[src/rtl/attn_score_sched.sv]
// attn_score_sched: per-row MAC/exp sequencer for attention scores.
// Streams q.k pairs, drains the MAC, registers exp, emits on credit.
module attn_score_sched #(
    parameter int LEN_W   = 8,
    parameter int ROW_W   = 8,
    parameter int CREDITS = 4,
    parameter int CRED_W  = 3,
    parameter int MAC_LAT = 1
) (
    input  logic              clk,
    input  logic              rst,
    input  logic              start,
    input  logic [LEN_W-1:0]  cfg_len,
    input  logic [ROW_W-1:0]  cfg_rows,
    output logic              busy,
    output logic              done,
    input  logic              in_valid,
    output logic              in_ready,
    output logic              mac_clr,
    output logic              mac_en,
    input  logic [7:0]        mac_result,
    output logic [7:0]        ex_arg,
    input  logic [8:0]        ex_result,
    output logic              out_valid,
    output logic [8:0]        out_data,
    input  logic              credit_ret,
    output logic [CRED_W-1:0] credits
);

    localparam int WAIT_W = (MAC_LAT < 2) ? 1 : $clog2(MAC_LAT + 1);

    typedef enum logic [2:0] {
        IDLE,
        CLR,
        ACC,
        DRAIN,
        EXP,
        EMIT
    } state_t;

    state_t state, state_nxt;

    logic [LEN_W-1:0]  len_q;
    logic [LEN_W-1:0]  elem_cnt;
    logic [ROW_W-1:0]  rows_q;
    logic [ROW_W-1:0]  row_cnt;
    logic [WAIT_W-1:0] wait_cnt;

    logic cfg_ok;
    logic accept;
    logic last_elem;
    logic last_row;
    logic last_wait;
    logic emit;

    assign cfg_ok    = (cfg_len != '0) && (cfg_rows != '0);
    assign accept    = (state == ACC) && in_valid;
    assign last_elem = (elem_cnt == len_q - LEN_W'(1));
    assign last_row  = (row_cnt == rows_q - ROW_W'(1));
    assign last_wait = (wait_cnt == WAIT_W'(1));
    assign emit      = (state == EMIT) && (credits != '0);

    // State register
    always_ff @(posedge clk) begin
        if (rst) state <= IDLE;
        else     state <= state_nxt;
    end

    // Next-state and handshake/control outputs
    always_comb begin
        state_nxt = state;
        busy      = (state != IDLE);
        in_ready  = 1'b0;
        mac_clr   = 1'b0;
        mac_en    = 1'b0;
        out_valid = 1'b0;
        done      = 1'b0;
        unique case (state)
            IDLE: begin
                if (start && cfg_ok) state_nxt = CLR;
            end
            CLR: begin
                mac_clr   = 1'b1;
                state_nxt = ACC;
            end
            ACC: begin
                in_ready = 1'b1;
                mac_en   = in_valid;
                if (accept && last_elem) state_nxt = DRAIN;
            end
            DRAIN: begin
                if (last_wait) state_nxt = EXP;
            end
            EXP: begin
                state_nxt = EMIT;
            end
            EMIT: begin
                out_valid = emit;
                if (emit) begin
                    done      = last_row;
                    state_nxt = last_row ? IDLE : CLR;
                end
            end
            default: state_nxt = IDLE;
        endcase
    end

    // Config latch, counters and the two data registers
    always_ff @(posedge clk) begin
        if (rst) begin
            len_q    <= '0;
            rows_q   <= '0;
            row_cnt  <= '0;
            elem_cnt <= '0;
            wait_cnt <= '0;
            ex_arg   <= '0;
            out_data <= '0;
        end else begin
            if (state == IDLE && start && cfg_ok) begin
                len_q   <= cfg_len;
                rows_q  <= cfg_rows;
                row_cnt <= '0;
            end
            if (state == CLR) elem_cnt <= '0;
            if (accept) elem_cnt <= elem_cnt + LEN_W'(1);
            if (accept && last_elem) wait_cnt <= WAIT_W'(MAC_LAT);
            if (state == DRAIN) begin
                if (last_wait) ex_arg <= mac_result;
                else           wait_cnt <= wait_cnt - WAIT_W'(1);
            end
            if (state == EXP) out_data <= ex_result;
            if (emit && !last_row) row_cnt <= row_cnt + ROW_W'(1);
        end
    end

    // Credit counter: emit consumes, credit_ret refills, saturating
    always_ff @(posedge clk) begin
        if (rst) begin
            credits <= CRED_W'(CREDITS);
        end else if (emit && !credit_ret) begin
            credits <= credits - CRED_W'(1);
        end else if (!emit && credit_ret
                     && credits != CRED_W'(CREDITS)) begin
            credits <= credits + CRED_W'(1);
        end
    end

endmodule

[config.mk]
export PLATFORM = sky130hd
export DESIGN_NAME = attn_score_sched
export DESIGN_NICKNAME = d
export VERILOG_FILES = /design/src/rtl/attn_score_sched.sv
export SDC_FILE = /design/constraint.sdc
export NUM_CORES = 1
export LEC_CHECK = 0
export ABC_CLOCK_PERIOD_IN_PS = 2500
export CAP_MARGIN = 0
export CORE_MARGIN = 5
export CORE_UTILIZATION = 47
export CTS_BUF_LIST = sky130_fd_sc_hd__clkbuf_16
export CTS_CLUSTER_DIAMETER = 80
export DETAILED_ROUTE_END_ITERATION = 7
export GPL_TIMING_DRIVEN = 0
export HOLD_SLACK_MARGIN = 0.15
export PLACE_DENSITY = 0.87
export SYNTH_ARGS = -nofsm -noshare
export SYNTH_HDL_FRONTEND = slang
export SYNTH_SLANG_ARGS = --single-unit
[constraint.sdc]
create_clock -name clk -period 2.5 [get_ports clk]
set_input_delay 0.375 -clock clk [delete_from_list [all_inputs] [get_ports clk]]
set_output_delay 0.375 -clock clk [all_outputs]
set_load 0.01 [all_outputs]
# Word level (Yosys, flattened, before mapping)
# Index checks and enable logic that the tools add are counted.
[word_totals]
input_bits = 38
n_memories = 0
word_cells = 73
latchBits = 0
ram_bits = 0
romBits = 0
reg_bits = 56
output_inout_bits = 26
[classes]
multipliers = 0
order_cmp = 0
eq_ne = 12
muxes = 21
reduce_logical = 24
n_div = 0
shifts = 0
n_bitwise = 0
n_addsub = 7
[op_table]
columns = ["cell", "n"]
rows = [
  ["8-bit 2-to-1 mux", 4],
  ["3-bit 2-to-1 mux", 6],
  ["3-bit case mux with 6 select lines", 1],
  ["8-bit by 1-bit adder with 8-bit output (second input constant)", 2],
  ["8-bit == test", 2],
  ["8-bit nonzero test", 2],
  ["8-bit by 1-bit subtractor with 8-bit output (second input constant)", 2],
  ["1-bit logical AND", 11],
  ["1-bit 2-to-1 mux", 10],
  ["3-bit by 2-bit == test with 1-bit output (second input constant)", 2],
  ["3-bit == test (second input constant)", 2],
  ["2-bit inequality test (second input constant)", 3],
  ["2-bit nonzero test", 3],
  ["3-bit nonzero test", 2],
  ["4-bit AND reduction", 1],
  ["3-bit by 1-bit adder with 3-bit output (second input constant)", 1],
  ["3-bit by 1-bit == test with 1-bit output (second input constant)", 1],
  ["1-bit logical NOT", 3],
  ["3-bit logical NOT", 1],
  ["3-bit inequality test (second input constant)", 1],
  ["3-bit by 1-bit subtractor with 3-bit output (second input constant)", 1],
  ["2-bit by 1-bit inequality test with 1-bit output (second input constant)", 1],
  ["2-bit AND reduction", 1],
  ["1-bit subtractor (second input constant)", 1],
]

# Depth between registers and ports, before layout
[logic_depth]
depth_word = 7
depth_mapped = 12
mapped_depth_nobuf = 9

# Worst setup path before layout
# Ideal clock, no wire load.
[synth_timing]
path_kind = "register to register"
from = "register state[2]"
to = "register credits[2]"
n_path_buf = 3
period_less_slack_ns = 2.438
setup_slack_ns = 0.062
required_ns = 2.369
setup_ns = 0.131
t_arrival_ns = 2.307
stages_incl_launch_ff = 13
path_cell_list = "dfxtp_1 -> clkbuf_1 -> and3b_1 -> clkbuf_1 -> nand2_1 -> inv_1 -> clkbuf_1 -> nand2b_1 -> fa_1 -> nor2b_1 -> nand2_1 -> o211ai_1 -> o211ai_1"
[synth_between]
elab_chain_cells = 6
word_cells_on_any_way = 8
cone_classes = "eq/ne: 1; mux: 1; reduce/logical: 6"
[synth_lines]
columns = ["element", "line_no", "rtl"]
rows = [
  ["start: declaration", "41", "state_t state, state_nxt;"],
  ["start signal: assignment", "66", "else state <= state_nxt;"],
  ["3-bit == test *", "61", "assign emit = (state == EMIT) && (credits != '0);"],
  ["1-bit logical AND *", "61", ""],
  ["1-bit logical NOT", "142", "end else if (!emit && credit_ret"],
  ["1-bit logical AND", "142", ""],
  ["1-bit logical AND", "143", "&& credits != CRED_W'(CREDITS)) begin"],
  ["2-bit nonzero test (no source line)", "n/a", ""],
  ["end signal: assignment", "139", "credits <= CRED_W'(CREDITS);"],
  ["end signal: assignment", "141", "credits <= credits - CRED_W'(1);"],
  ["end signal: assignment", "144", "credits <= credits + CRED_W'(1);"],
  ["end: declaration", "27", "output logic [CRED_W-1:0] credits"],
]
# Every way passes the cells marked *; elsewhere a longest branch is shown, timed or not.
# A chain may end at the register's enable or synchronous reset.

# Final worst setup path
[layout_timing]
from = "register rows_q[0]"
to = "output done"
[layout_between]
elab_chain_cells = 4
[layout_lines]
columns = ["element", "line_no", "rtl"]
rows = [
  ["start: declaration", "45", "logic [ROW_W-1:0] rows_q;"],
  ["start signal: assignment", "121", "rows_q <= cfg_rows;"],
  ["8-bit by 1-bit subtractor with 8-bit output", "59", "assign last_row = (row_cnt == rows_q - ROW_W'(1));"],
  ["8-bit == test", "59", ""],
  ["1-bit 2-to-1 mux", "99", "if (emit) begin"],
  ["1-bit 2-to-1 mux", "78", "unique case (state)"],
  ["end: declaration", "16", "output logic done,"],
]
# No other way between the ends.

==> summary.md <==
| Metric | Value |
|---|---|
| Status | complete, no violations |
| R2R Path Start | state[2] |
| DRT Pass-1 Iters | 5 |
| Synth Area in Simple Gates | approximately 30% |
| DR vias | 3154 |
| WHS Endpoint | ex_arg[5] |
| CP delay by family, top | compound AO/OA/AOI/OAI gates |
| Layout cell share with drive strength beyond 1 | 6.95% |
| Leak Pwr | 1.45 nW |
| Worst-path clk slew | around 0.07 ns |
| Syn_nets | 454 |
| Final Max Slew Viols | 0 |
| Worst vdd ir | 0.000427 V |
| DRC Markers | 0 |
| Area Growth Syn to Fin | 28.3% |
| Fmax achieved | between 0.4 and 0.5 GHz |
| Setup CP Type | reg2out |
| Starting Density | between 40% and 50% |
| Final period util | 96.0% |
| Synthesis Warnings | 0 |
| Multiplexer share of the synthesized area | 4.19% |
| Vias in the first global route | 3018 |
| Largest net degree at the start of global routing | 17 |
| CTS Sinks | 56 |
| Synth async-reset ratio | 0% |
| DIE AREA | 0.00848 sq mm |
| Vias/cell | 5.68 |
| Min-delay src | ex_arg[5] |
| Die width | 92.1 microns |
| R2R setup slack | around 0.27 ns |
| Max_slew headroom | around 59% |
| Hold-fix buffers, CTS | 0 |
| Final Skew | 0.00593 ns |
| CTS Buf Count | 5 |
| Most common cell after layout, fill and taps aside | nand2_1 |
| Post-synthesis cell count | ~400 |
| Routability Congestion | 0.869 |
| Synth Area per Inst | ~7.7 sq um |
| Initial DRC Count | around 150 |
| Compound-Gate Fraction of Synth Area | 17.4% |
| CP endpoint kind | output port |
| Top Ports | 64 |
| CP max stage delay | about 0.38 ns |
| Largest family of logic cells by synthesized area | simple AND/OR/NAND/NOR gates |
| Crit-path slowest cell | dfxtp_4 |
| Synthesized flop and latch total | 56 |
| Filler cells | 585 |
| Finish-stage setup viols | 0 |
| GR Overflow Total | 0 |
| GR Util All Layers | 19.7% |
| Critical Path AT | roughly 2.0 ns |
| Finished Cell Area | 0.00406 sq mm |
| WL/cell | 14.6 microns |
| Final Hold Viols | 0 |
| Final min period | around 2.4 ns |
| Cell area after synthesis | 0.00317 sq mm |
| Worst Path Required | between 2 and 2.5 ns |
| Dominant synthesized flop cell | dfxtp_1 |
| PwrDens | roughly 590 mW/mm^2 |
| Row Count | 30 |
| Sequential area share after synthesis | a little over a third |
| Initial antenna violation count | 0 |
| Later-pin clock latency in the skew report | 0.29 ns |
| Port buffer count | 61 |
| RSZ-0062 raised after global routing | true |
| CTS tree | done |
| Max cap viols | 0 |
| Synth cell types | 54 |
| Max FO, Critical Path | 10 |
| Most used routing layer | met2 |
| Total core area | 0.00668 sq mm |
| Clock buffer depth | 2 |
| Grt met2 use | 36.1% |
| Commonest cells after routing, fill and taps aside | nand2_1, clkdlybuf4s50_1, dfxtp_1 |
| GRT met1 Usage | 22.5% |
| Met3 usage | about 4.5% |
| Adder-Cell Fraction of Synth Area | 2.21% |
| Clock root cell | clkbuf_16 |
| Area post-placement | 0.00388 sq mm |
| Storage cell area | 0.00113 sq mm |
| First-pass GRT wire length | 14000 microns |
| Worst-Margin Slew | 0.609 ns |
| Crit start category | register |
| Post-Route Utilization | 60.8% |
| WHS Path Cells | 2 |
| Final WL | ~8000 microns |
| Die height | just over 90 microns |
| RR Endpoint | credits[2] |
| Post-synth EDFFs | 0 |
| Synth Area in XOR/XNOR | 5.53% |
| Critical path's most frequent cell | o21bai_1 |
| ANT cells | 0 |
| Antenna-violating nets left | 0 |
| Dpl hpwl | 6020 microns |
| Area of the multi-input gates | roughly 0.0019 sq mm |
| Worst min-delay path category | reg2reg |
| H-tree levels | 2 |
| Count of nets after finishing | 517 |
| CP Cell Sequence | inv_1 -> ha_2 -> o21bai_1 -> a211oi_2 -> o21bai_1 -> and2_4 -> buf_6 -> nor3_2 -> buf_2 |
| FF-to-FF path depth | 9 |
| Crit path buffers/inverters | 3 |
report_power, final:
| part | internal [W] | switching, W | total [W] |
|---|---|---|---|
| clock | 0.000467 | 0.000320 | 0.000787 |
| sequential | 0.000934 | 0.0000483 | 0.000982 |
| combinational | 0.000287 | 0.000355 | 0.000642 |
| total | 0.00169 | 0.000723 | 0.00241 |
stage by stage:
step | setup TNS [ns] | total power (W) | cells | hold WS, ns | setup slack [ns]
6_report | 0 | 0.00241 | 555 | 0.458 | 0.101
5_1_grt | -0.0445 | 0.00253 | 555 | 0.481 | -0.0445
4_1_cts | 0 | 0.00241 | 557 | 0.461 | 0.0238
3_5_place_dp | -1.23 | 0.00161 | 552 | 0.451 | -0.422
3_3_place_gp | -0.982 | 0.00159 | 552 | 0.443 | -0.390
2_1_floorplan | 0 | 0.00141 | 411 | 0.448 | 0.0618
sequential cells by signal, indices dropped and copies added, names as in the netlist:
signal     count
elem_cnt       8
state          3
last_wait      1
out_data       9
ex_arg         8
len_q          8
rows_q         8
credits        3
row_cnt        8
metal layers:
layer | vias to the layer above | part of all wire (%)
met5 | - | 0
met4 | 0 | 2.4
li1 | 1566 | -
met3 | 18 | 5.5
met1 | 1478 | 41
met2 | 92 | 51
worst max path at each step:
| stage | startpoint | endpoint | slack (ns) | cells after the start |
|---|---|---|---|---|
| floorplan | state[2] | credits[2] | 0.06 | 12 |
| global placement | rows_q[0] | done | -0.39 | 11 |
| detailed placement | rows_q[0] | done | -0.42 | 11 |
| CTS | state[2] | out_valid | 0.02 | 5 |
| global route | rows_q[1] | done | -0.04 | 9 |
| finish | rows_q[0] | done | 0.10 | 9 |
area by class of cell:
cell class              count  area share [%]
plain buffers              21            2.53
clock buffers               5            3.08
clock inverters             3           0.924
inverters                  15            1.39
multi-input cells         313            46.8
flip-flops and latches     56            27.8
well taps                  80            2.46
repair buffers             62            15.1
what timing repair did:
action,in CTS,in global routing
endpoints found under the hold margin,0,0
buffers inserted,1,0
cloned,0,0
gates resized for setup,13,9
setup endpoints to repair,7,9
pin swaps,2,0
kinds of logic after synthesis:
kind of cell             after synthesis
multiplexers                          13
flip-flops                            56
AO/OA/AOI/OAI                         86
AND/OR/NAND/NOR                      189
buffers and inverters                 42
XOR/XNOR                              20
adder cells (fa/ha/maj)                5
worst reg2reg max path: cells and delay by family (launching register included):
| kind | cells | cell delay, ns |
|---|---|---|
| flip-flops | 1 | 0.43 |
| AO/OA/AOI/OAI | 2 | 0.22 |
| adder cells (fa/ha/maj) | 1 | 0.39 |
| AND/OR/NAND/NOR | 5 | 0.87 |
| buffers and inverters | 1 | 0.20 |
cell usage after synthesis, types with 2 or more instances:
master,number,area (sq um)
o311ai_1,2,17.5
o22ai_1,3,18.8
o21bai_1,2,15.0
o31ai_1,2,15.0
ha_1,4,50.1
xnor2_1,8,70.1
o311ai_0,2,17.5
nand2_1,64,240
nand3_1,14,70.1
nor2_1,37,139
or4_1,4,30.0
clkbuf_1,23,86.3
and2_1,2,12.5
o31a_1,3,26.3
mux2_2,2,22.5
nor2b_1,6,37.5
a211oi_1,4,30.0
or3_1,4,25.0
o211ai_1,6,45.0
buf_6,2,22.5
or2_2,3,18.8
nand4_1,4,25.0
nand3b_1,3,22.5
o21ai_0,4,20.0
a31oi_1,2,12.5
nor4_1,8,50.1
o221ai_1,2,17.5
and3_1,7,43.8
a221oi_1,2,17.5
dfxtp_1,56,1120
a21oi_1,43,215
nor3b_1,5,37.5
nor3_1,12,60.1
nand2b_1,11,68.8
mux2i_1,11,110
xor2_1,12,105
inv_1,15,56.3
No activity file was read; power rests on OpenSTA's default activity.
